[src/rtl/kyber_pkg.sv]
// Shared Kyber constants and types for the NTT datapath blocks.
//
// Contents:
//   Q         - Kyber modulus (3329)
//   DW        - coefficient width in bits
//   MM_LAT    - plantard_mm latency, A_in -> C_out, in clocks
//   NUM_PAIRS - butterflies per NTT layer
//   CNT_W     - width of the per-layer pair counter
//   coeff_t   - one coefficient, DW bits
package kyber_pkg;

  localparam int Q         = 3329;
  localparam int DW        = 12;
  localparam int MM_LAT    = 4;
  localparam int NUM_PAIRS = 128;
  localparam int CNT_W     = $clog2(NUM_PAIRS);

  typedef logic [DW-1:0] coeff_t;

endpackage

[src/rtl/mod_addsub.sv]
// Modular add/subtract core of the Cooley-Tukey butterfly (combinational).
// Produces (a + t) mod Q and (a - t) mod Q for a, t < Q.
//
// Optional feature macro: NTT_BFLY_HALVE_EN
//   When defined, both results are additionally halved mod Q
//   (Gentleman-Sande / inverse-NTT scaling). When undefined, no halving
//   logic exists.
//
// Ports:
//   a    in  DW  upper coefficient, < Q
//   t    in  DW  twiddle product, < Q
//   sum  out DW  (a + t) mod Q  (optionally halved)
//   diff out DW  (a - t) mod Q  (optionally halved)
module mod_addsub
  import kyber_pkg::*;
(
  input  logic [DW-1:0] a,
  input  logic [DW-1:0] t,
  output logic [DW-1:0] sum,
  output logic [DW-1:0] diff
);

  localparam logic [DW:0] QW = (DW+1)'(Q);

  logic [DW:0] w_s;
  logic [DW:0] w_d;
  logic [DW:0] w_sumRaw;
  logic [DW:0] w_diffRaw;
  logic [DW:0] w_sumFin;
  logic [DW:0] w_diffFin;
  logic        w_unused;

  // One conditional correction is enough because both operands are < Q.
  // For the difference, the top bit of the 13-bit two's-complement result
  // is the borrow, i.e. a < t.
  assign w_s       = {1'b0, a} + {1'b0, t};
  assign w_d       = {1'b0, a} - {1'b0, t};
  assign w_sumRaw  = (w_s >= QW) ? (w_s - QW) : w_s;
  assign w_diffRaw = w_d[DW] ? (w_d + QW) : w_d;

`ifdef NTT_BFLY_HALVE_EN
  // Division by 2 mod Q: an odd value gets Q added first so the shift is
  // exact. x + Q < 2Q fits in DW+1 bits.
  function automatic logic [DW:0] half(input logic [DW:0] x);
    logic [DW:0] w_plusQ;
    w_plusQ = x + QW;
    return x[0] ? (w_plusQ >> 1) : (x >> 1);
  endfunction

  assign w_sumFin  = half(w_sumRaw);
  assign w_diffFin = half(w_diffRaw);
`else
  assign w_sumFin  = w_sumRaw;
  assign w_diffFin = w_diffRaw;
`endif

  // Results are always < Q, so the top bit is zero and is dropped.
  assign sum      = w_sumFin[DW-1:0];
  assign diff     = w_diffFin[DW-1:0];
  assign w_unused = &{1'b0, w_sumFin[DW], w_diffFin[DW]};

endmodule

[src/rtl/ntt_bfly_stage.sv]
// Cooley-Tukey butterfly stage sitting downstream of plantard_mm.
// b_in is forwarded combinationally to the multiplier; a_in and in_valid
// travel through an MM_LAT-deep delay line so they meet the product
// t = b*w*R^-1 mod Q on mm_c_in. The stage registers (a+t) mod Q and
// (a-t) mod Q, counts output pairs and pulses layer_done at the end of
// each NTT layer.
//
// Optional feature macro: NTT_BFLY_HALVE_EN (halving inside mod_addsub).
//
// Ports:
//   clk        in  1   clock, rising edge
//   rst        in  1   synchronous reset, active-high
//   in_valid   in  1   a_in/b_in valid this cycle (no backpressure)
//   a_in       in  DW  upper coefficient, < Q
//   b_in       in  DW  lower coefficient, < Q (drive 0 when idle)
//   mm_a_out   out DW  to plantard_mm A_in, equals b_in
//   mm_c_in    in  DW  from plantard_mm C_out, < Q
//   out_valid  out 1   sum_out/diff_out valid
//   sum_out    out DW  (a + t) mod Q
//   diff_out   out DW  (a - t) mod Q
//   layer_done out 1   pulse with the NUM_PAIRS-th out_valid of a layer
//   busy       out 1   any valid pair in the delay line or output register
module ntt_bfly_stage
  import kyber_pkg::*;
(
  input  logic          clk,
  input  logic          rst,
  input  logic          in_valid,
  input  logic [DW-1:0] a_in,
  input  logic [DW-1:0] b_in,
  output logic [DW-1:0] mm_a_out,
  input  logic [DW-1:0] mm_c_in,
  output logic          out_valid,
  output logic [DW-1:0] sum_out,
  output logic [DW-1:0] diff_out,
  output logic          layer_done,
  output logic          busy
);

  localparam logic [CNT_W-1:0] LAST_CNT = CNT_W'(NUM_PAIRS - 1);

  // Index k-1 holds the inputs from k cycles ago; the top index is the tap
  // that lines up with the multiplier output.
  logic [MM_LAT-1:0][DW-1:0] r_aDly;
  logic [MM_LAT-1:0]         r_vDly;
  logic                      r_outValid;
  logic [DW-1:0]             r_sum;
  logic [DW-1:0]             r_diff;
  logic                      r_layerDone;
  logic [CNT_W-1:0]          r_cnt;

  logic [DW-1:0]             w_tapA;
  logic                      w_tapV;
  logic [DW-1:0]             w_sum;
  logic [DW-1:0]             w_diff;

  // plantard_mm carries no valid, so b goes straight through unregistered.
  assign mm_a_out = b_in;

  assign w_tapA = r_aDly[MM_LAT-1];
  assign w_tapV = r_vDly[MM_LAT-1];

  mod_addsub u_addsub (
    .a    (w_tapA),
    .t    (mm_c_in),
    .sum  (w_sum),
    .diff (w_diff)
  );

  // Delay line, output register and per-layer pair counter. A reset wipes
  // every in-flight valid bit, so pairs accepted before it never emerge.
  always_ff @(posedge clk) begin
    if (rst) begin
      r_aDly      <= '0;
      r_vDly      <= '0;
      r_outValid  <= 1'b0;
      r_sum       <= '0;
      r_diff      <= '0;
      r_layerDone <= 1'b0;
      r_cnt       <= '0;
    end else begin
      r_aDly      <= {r_aDly[MM_LAT-2:0], a_in};
      r_vDly      <= {r_vDly[MM_LAT-2:0], in_valid};
      r_outValid  <= w_tapV;
      r_layerDone <= 1'b0;
      if (w_tapV) begin
        r_sum       <= w_sum;
        r_diff      <= w_diff;
        r_layerDone <= (r_cnt == LAST_CNT);
        r_cnt       <= (r_cnt == LAST_CNT) ? '0 : r_cnt + CNT_W'(1);
      end
    end
  end

  assign out_valid  = r_outValid;
  assign sum_out    = r_sum;
  assign diff_out   = r_diff;
  assign layer_done = r_layerDone;
  assign busy       = (|r_vDly) | r_outValid;

endmodule
[config.mk]
export PLATFORM = sky130hd
export DESIGN_NAME = ntt_bfly_stage
export DESIGN_NICKNAME = d
export VERILOG_FILES = /design/src/rtl/kyber_pkg.sv /design/src/rtl/mod_addsub.sv /design/src/rtl/ntt_bfly_stage.sv
export SDC_FILE = /design/constraint.sdc
export NUM_CORES = 1
export LEC_CHECK = 0
export CORE_MARGIN = 4
export CORE_UTILIZATION = 55
export DETAILED_ROUTE_END_ITERATION = 16
export GPL_ROUTABILITY_DRIVEN = 0
export PLACE_DENSITY_LB_ADDON = 0.08
export SLEW_MARGIN = 30
export SYNTH_ARGS = -nofsm -noshare
export SYNTH_HDL_FRONTEND = slang
export SYNTH_SLANG_ARGS = --single-unit
[constraint.sdc]
create_clock -name clk -period 8.2 [get_ports clk]
set_input_delay 1.64 -clock clk [delete_from_list [all_inputs] [get_ports clk]]
set_output_delay 1.64 -clock clk [all_outputs]
set_load 0.1 [all_outputs]
==> results of run 1 <==
-- worst min-delay path by stage --
stage | start | depth (start not counted) | endpoint
5_1_grt | r_aDly[14] | 1 | r_aDly[26]
6_report | r_aDly[25] | 1 | w_tapA[1]
3_5_place_dp | r_aDly[34] | 1 | w_tapA[10]
2_1_floorplan | r_aDly[0] | 1 | r_aDly[12]
4_1_cts | r_aDly[25] | 1 | w_tapA[1]
3_3_place_gp | r_aDly[29] | 1 | w_tapA[5]
-- per-stage QoR --
step | hold WS [ns] | power, mW | util | worst slack [ns]
after floorplan | 0.4138 | 0.5708 | - | 3.469
after global placement | 0.4175 | 0.5760 | 0.6311 | 2.672
after global routing | 0.4538 | 0.9492 | 0.6606 | 2.673
after CTS | 0.4433 | 0.9164 | 0.6606 | 2.926
after detailed placement | 0.4223 | 0.5785 | 0.6311 | 2.537
final | 0.4394 | 0.9082 | 0.6606 | 2.867
-- kinds of logic after synthesis --
logic type,synth area share
simple gates,0.2351
compound gates,0.1467
flops,0.3793
buf+inv,0.07111
xor+xnor,0.05856
fa+ha+maj,0.08701
mux,0.02231
-- flip-flops by register name (all words and copies together) (netlist names) --
| name | count |
|---|---|
| r_aDly | 36 |
| r_cnt | 7 |
| diff_out | 12 |
| layer_done | 1 |
| w_tapA | 12 |
| sum_out | 12 |
| out_valid | 1 |
| r_vDly | 4 |
-- synth_stat cells, drive strengths merged, types with 4 or more instances --
cell type and instances:
xnor2 20, nand3 14, mux2i 10, and2 4
a31oi 6, o21bai 4, o311ai 5, or2 4
a21oi 15, inv 30, and3 4, nand2b 6
a211oi 15, or4 5, dfxtp 85, or3 5
nor2 47, o21ai 11, clkbuf 18, ha 28
buf 19, nand2 16, xor2 10, o31ai 7
nor2b 60, nor3 7, o211ai 5
-- critical path, delay by kind of cell --
family | cells | cell delay (ns)
fa+ha+maj | 2 | 0.72
buf+inv | 1 | 0.46
simple gates | 4 | 1.12
compound gates | 4 | 1.42
xor+xnor | 1 | 0.23
-- cell type report --
type,instances,area (um2),area share
inverter,31,116.4,0.02245
sequential,85,1702,0.3283
tap,102,127.6,0.02462
clock buffer,10,137.6,0.02655
timing repair buffer,55,540.5,0.1043
clock inverter,6,93.84,0.01810
multi-input combinational,349,2466,0.4757
-- metal layers --
| layer | wire (um) | GRT usage | share of wire | vias up |
|---|---|---|---|---|
| met3 | 419 | 0.04357 | 0.047 | 37 |
| li1 | - | - | - | 1770 |
| met2 | 4155 | 0.3047 | 0.47 | 83 |
| met1 | 3976 | 0.2267 | 0.45 | 1605 |
| met5 | 0 | 0 | 0 | - |
| met4 | 363 | 0.1208 | 0.041 | 0 |
-- power breakdown --
part	internal [mW]	switching [mW]
sequential	0.424	0.00357
clock	0.182	0.156
combinational	0.0542	0.0882
==> results.md, run 1 <==
* R2R Path Start: w_tapA[0]
* Share of cells above drive strength 1 at 0.05970
* Minimum clock period at roughly 5.3 ns
* WP data required at about 8.5 ns
* Data arrival, critical path at between 5 and 6 ns
* CTS tree: built
* Pwr per Cell Area at ~180 nW/um2
* Slew Viols, Final at 0
* Synthesized net count at 571
* IO buf count at 53
* Setup Skew at ~0.01 ns
* Most used DFF post-synth: dfxtp_1
* Filler cell count at between 600 and 700
* Die area at 9667 um2
* Post-synthesis register bit count at 85
* Ys async rst share at 0
* RSZ-0062 raised after global routing: false
* Num ports at between 70 and 80
* Distinct cells, synth at 63
* Fmax at between 150 and 200 MHz
* Clock Path Buffers at 2
* CTS clk-pin slew, worst paths at roughly 0.090 ns
* Slowest cell delay on critical path at 0.46 ns
* Via Count at ~3500
* Yosys warns at 0
* Critical path endpoint: sum_out[7]
* Reg-to-reg setup timing slack at between 4 and 5 ns
* Setup bufs post-CTS at 0
* Worst setup path startpoint: mm_c_in[0]
* Worst reg2reg path depth at 11
* Post-Syn Area per Cell at 8.938 um2
* Worst Setup End Kind: register
* Global-route wire length before repair at about 15 mm
* Initial Util at 0.5717
* Startpoint types: primary input
* CTS root buffer: clkbuf_8
* Critical-path top delay cell: clkdlybuf4s50_1
* Placement Rows at 32
* Peak VDD IR at roughly 0.00010 V
* Ant diodes at 0
* TritonRoute pass-1 iters at 4
* Syn Inst Count at about 500
* Vias in the first global route at about 3400
* CP Class: primary input to register
* Worst-Margin Slew at between 0.9 and 1 ns
* Non-filler cells in the finished layout at about 640
* Sequential area share after synthesis at 0.3793
* Area leader, netlist: dfxtp_1
* Inst Count DP at 622
* Area grow syn2layout at 15.53%
* Die H at 98.32 um
* Most frequent cells in the layout: dfxtp_1, nor2b_1, clkdlybuf4s50_1
* DR vias/cell at 5.478
* Cts bufs inserted at 9
* WL per Instance at between 10 and 15 um
* Max-cap viol count at 0
* 1st-iter DRT viols at 160
* Hold buffers post-CTS at 0
* # H-tree levels at 3
* Critical path cell sequence: clkdlybuf4s50_1 > ha_1 > fa_1 > nor2b_1 > o21ai_0 > xor2_1 > o311ai_2 > nand2_4 > or3_1 > a41o_1 > or4_1 > a311oi_1
* Post-route setup TNS at 0 ns
* Post-synth top area share at 0.3793
* Antenna violations before repair at 0
* Post-DP HPWL at 6.482 mm
* Final period utilization at 0.6504
* Outcome: finished clean
* Post-CTS Resized at 0
* Post-route cell area at 5184 um2
* Netlist Area Pre-Place at ~4500 um2
* Final setup fails at 0
* Die width at between 90 and 100 um
* Worst R2R End: sum_out[7]
* Core Region at between 7000 and 8000 um2
* Global route overflow at 0
* Largest net degree at the start of global routing at 84
* Ranking of synthesized cells by area: dfxtp_1, nor2b_1, ha_1
* Placed cell area at ~5000 um2
* Static leakage at ~2.1 nW
* Final Hold Viols at 0
* Worst Path Max Fanout at 18
* Routed Antenna Nets at 0
* Clk Latency, worst-skew pair at 0.36 ns
* Routed WL at about 8.9 mm
* EDFF count, synth at 0
* Worst min-delay path class: register to register
* Slew HR at 0.3425
* Commonest non-fill, non-tap cell in the layout: dfxtp_1
* DRC Markers at 0
* Clk sink count at 85
* Final net count at 600
* Global-route usage over all layers at 0.1894
No activity file was read; power rests on OpenSTA's default activity.
==> run 2: changes to the inputs <==
Settings changed: CORE_UTILIZATION 55 to 48.
Clock period 8.2 ns to 4.4 ns, I/O delays scaled along.
==> run 2 against run 1 <==
  * First-iteration DRC count shrank 15%
  * Final cell count grew 6.4%
  * Via count grew 1.4%
  * Core utilization shrank 7.1 points
  * Setup slack lost 2.7 ns
  * Global-route usage shrank 1.3 points
  * Largest cell class unchanged
  * Sequential cell count is the same
  * Critical endpoint is now sum_out[4]
  * Hold slack is essentially flat
  * Final area grew 4.2%
  * Highest routed layer unchanged
  * Clock power grew 63%
  * Largest power group unchanged
==> results.md, run 2 (synthesis results as in run 1) <==
* Slew HR at 0.3470 (+0.004504)
* Post-CTS Resized at 0 (unchanged)
* Reg with most FFs: r_aDly
* Global-route wire length before repair at 15.93 mm (+5.2%)
* Data arrival, critical path at 4.51 ns (-1.10 ns)
* TritonRoute pass-1 iters at 7 (+3)
* Static leakage at 2.209 nW (+6.8%)
* # H-tree levels at 3 (unchanged)
* Fmax at about 240 MHz
* Cts bufs inserted at 9 (unchanged)
* Ant diodes at 0 (unchanged)
* Final period utilization at 0.9571
* Commonest non-fill, non-tap cell in the layout: dfxtp_1
* Num ports at 78 (unchanged)
* RSZ-0062 raised after global routing: false
* Net Sw Frac at 0.2829 (+0.009941)
* Met2 WL at 4.425 mm (+6.5%)
* DRC Markers at 0 (unchanged)
* Setup bufs post-CTS at 0 (unchanged)
* Antenna violations before repair at 0 (unchanged)
* Post-DP HPWL at 7.029 mm (+8.4%)
* Highest routed layer: met4
* IO buf count at 53 (unchanged)
* Non-filler cells in the finished layout at 679 (+6.4%)
* Setup Skew at 0.01278 ns (+0.003009 ns)
* Pwr per Cell Area at 304.3 nW/um2 (+74%)
* Inst Count DP at 663 (+6.6%)
* Worst min-delay path class: register to register
* Max-cap viol count at 0 (unchanged)
* Most frequent cells in the layout: dfxtp_1, nor2b_1, clkdlybuf4s50_1
* Clock Path Buffers at 2 (unchanged)
* Switching Power at 0.4648 mW (+87%)
* Final setup fails at 0 (unchanged)
* WL per Instance at 13.55 um (-3.1%)
* Reg power frac at 0.485 (+0.015)
* Placement Rows at 35 (+9.4%)
* Routed WL at 9.198 mm (+3.2%)
* Die area at 10960 um2 (+13%)
* Outcome: finished clean
* Worst Setup End Kind: register
* Peak VDD IR at 0.0002122 V (+100%)
* Comb power frac at 0.180 (+0.023)
* Slew Viols, Final at 0 (unchanged)
* CTS tree: built
* Global-route usage over all layers at 0.1767 (-0.01271)
* Hold Slack at 0.4391 ns (-0.0002750 ns)
* Worst Path Max Fanout at 11 (-7)
* WL met3 at 431 um (+2.9%)
* Clk sink count at 85 (unchanged)
* Final net count at 632 (+5.3%)
* Minimum clock period at about 4.2 ns
* Core Region at 9153 um2 (+17%)
* Worst reg2reg path depth at 12 (+1)
* Routed Antenna Nets at 0 (unchanged)
* Hold-critical path depth at 1 (unchanged)
* Startpoint types: primary input
* Internal at 1.178 mW (+78%)
* DR vias/cell at 5.221 (-4.7%)
* 1st-iter DRT viols at 136 (-15%)
* Die H at 104.7 um (+6.5%)
* Worst-Margin Slew at 0.9765 ns (-0.006735 ns)
* Via Count at 3545 (+1.4%)
* CP Class: primary input to register
* Post-route cell area at 5399 um2 (+4.2%)
* Final Total Pwr at 1.643 mW (+81%)
* Hold buffers post-CTS at 0 (unchanged)
* Clk Latency, worst-skew pair at 0.36 ns (about the same)
* Global route overflow at 0 (unchanged)
* Area grow syn2layout at 20.33%
* Share of cells above drive strength 1 at 0.1144 (+0.05474)
* Initial Util at 0.4902 (-0.08152)
* M1 WL at 4.134 mm (+4.0%)
* Die width at 104.7 um (+6.5%)
* Clock power frac at 0.336 (-0.037)
* Max reg flops at 36 (unchanged)
* Vias in the first global route at 3453 (+1.7%)
* Largest net degree at the start of global routing at 47 (-44%)
* Placed cell area at 5201 um2 (+5.0%)
* Final Hold Viols at 0 (unchanged)
* CTS clk-pin slew, worst paths at 0.09 ns (about the same)
* CTS root buffer: clkbuf_8
* WP data required at 4.70 ns (-3.77 ns)
==> run 2: metrics by stage <==
step           utilization  TNS [ns]  setup slack (ns)
2_1_floorplan            -         0            0.4292
3_3_place_gp        0.5683   -0.1024          -0.07319
3_5_place_dp        0.5683   -0.6994           -0.1735
4_1_cts             0.5899         0            0.1961
5_1_grt             0.5899         0           0.03109
6_report            0.5899         0            0.1885
==> run 2: area by class of cell <==
| cell class | count | area (um2) |
|---|---|---|
| Fill cell | 822 | 3754 |
| Sequential cell | 85 | 1702 |
| Clock inverter | 7 | 73.82 |
| Clock buffer | 9 | 123.9 |
| Timing Repair Buffer | 87 | 778.2 |
| Inverter | 31 | 116.4 |
| Tap cell | 111 | 138.9 |
| Multi-Input combinational cell | 349 | 2466 |
==> run 2: power groups by stage <==
stage	registers (mW)	clock network, mW	logic (mW)
3_3_place_gp	0.814	0	0.292
2_1_floorplan	0.846	0	0.218
6_report	0.796	0.551	0.295
5_1_grt	0.799	0.605	0.326
3_5_place_dp	0.815	0	0.296
4_1_cts	0.796	0.571	0.297
==> run 2: worst paths after layout <==
path / startpoint / endpoint / slack [ns]
worst max-delay path: mm_c_in[0] / sum_out[4] / 0.19
worst min-delay path: r_aDly[20] / r_aDly[32] / 0.44
worst max register to register: w_tapA[0] / sum_out[4] / 0.88
worst min register to register: r_aDly[20] / r_aDly[32] / 0.44
==> run 2: critical path, cell delays in order <==
cell and delay (ns):
clkdlybuf4s50_1 0.45, ha_1 0.24, fa_1 0.41, nor2b_1 0.18, o21ai_0 0.33, xor2_1 0.15
o311ai_2 0.34, nand2_4 0.08, or3_1 0.37, a41o_1 0.33, buf_4 0.20, or4_1 0.46
nand3_1 0.08
==> run 2: routing by layer <==
metal,global-route usage,up-vias
met5,0,-
met2,0.3021,79
met3,0.05065,20
met4,0.06654,0
met1,0.2100,1608
li1,-,1838
==> run 3: changes to the inputs <==
Settings changed: CTS_CLUSTER_SIZE from default to 10.
==> results of run 3 <==
The final DEF is identical to that of run 2; final timing and power are the same.
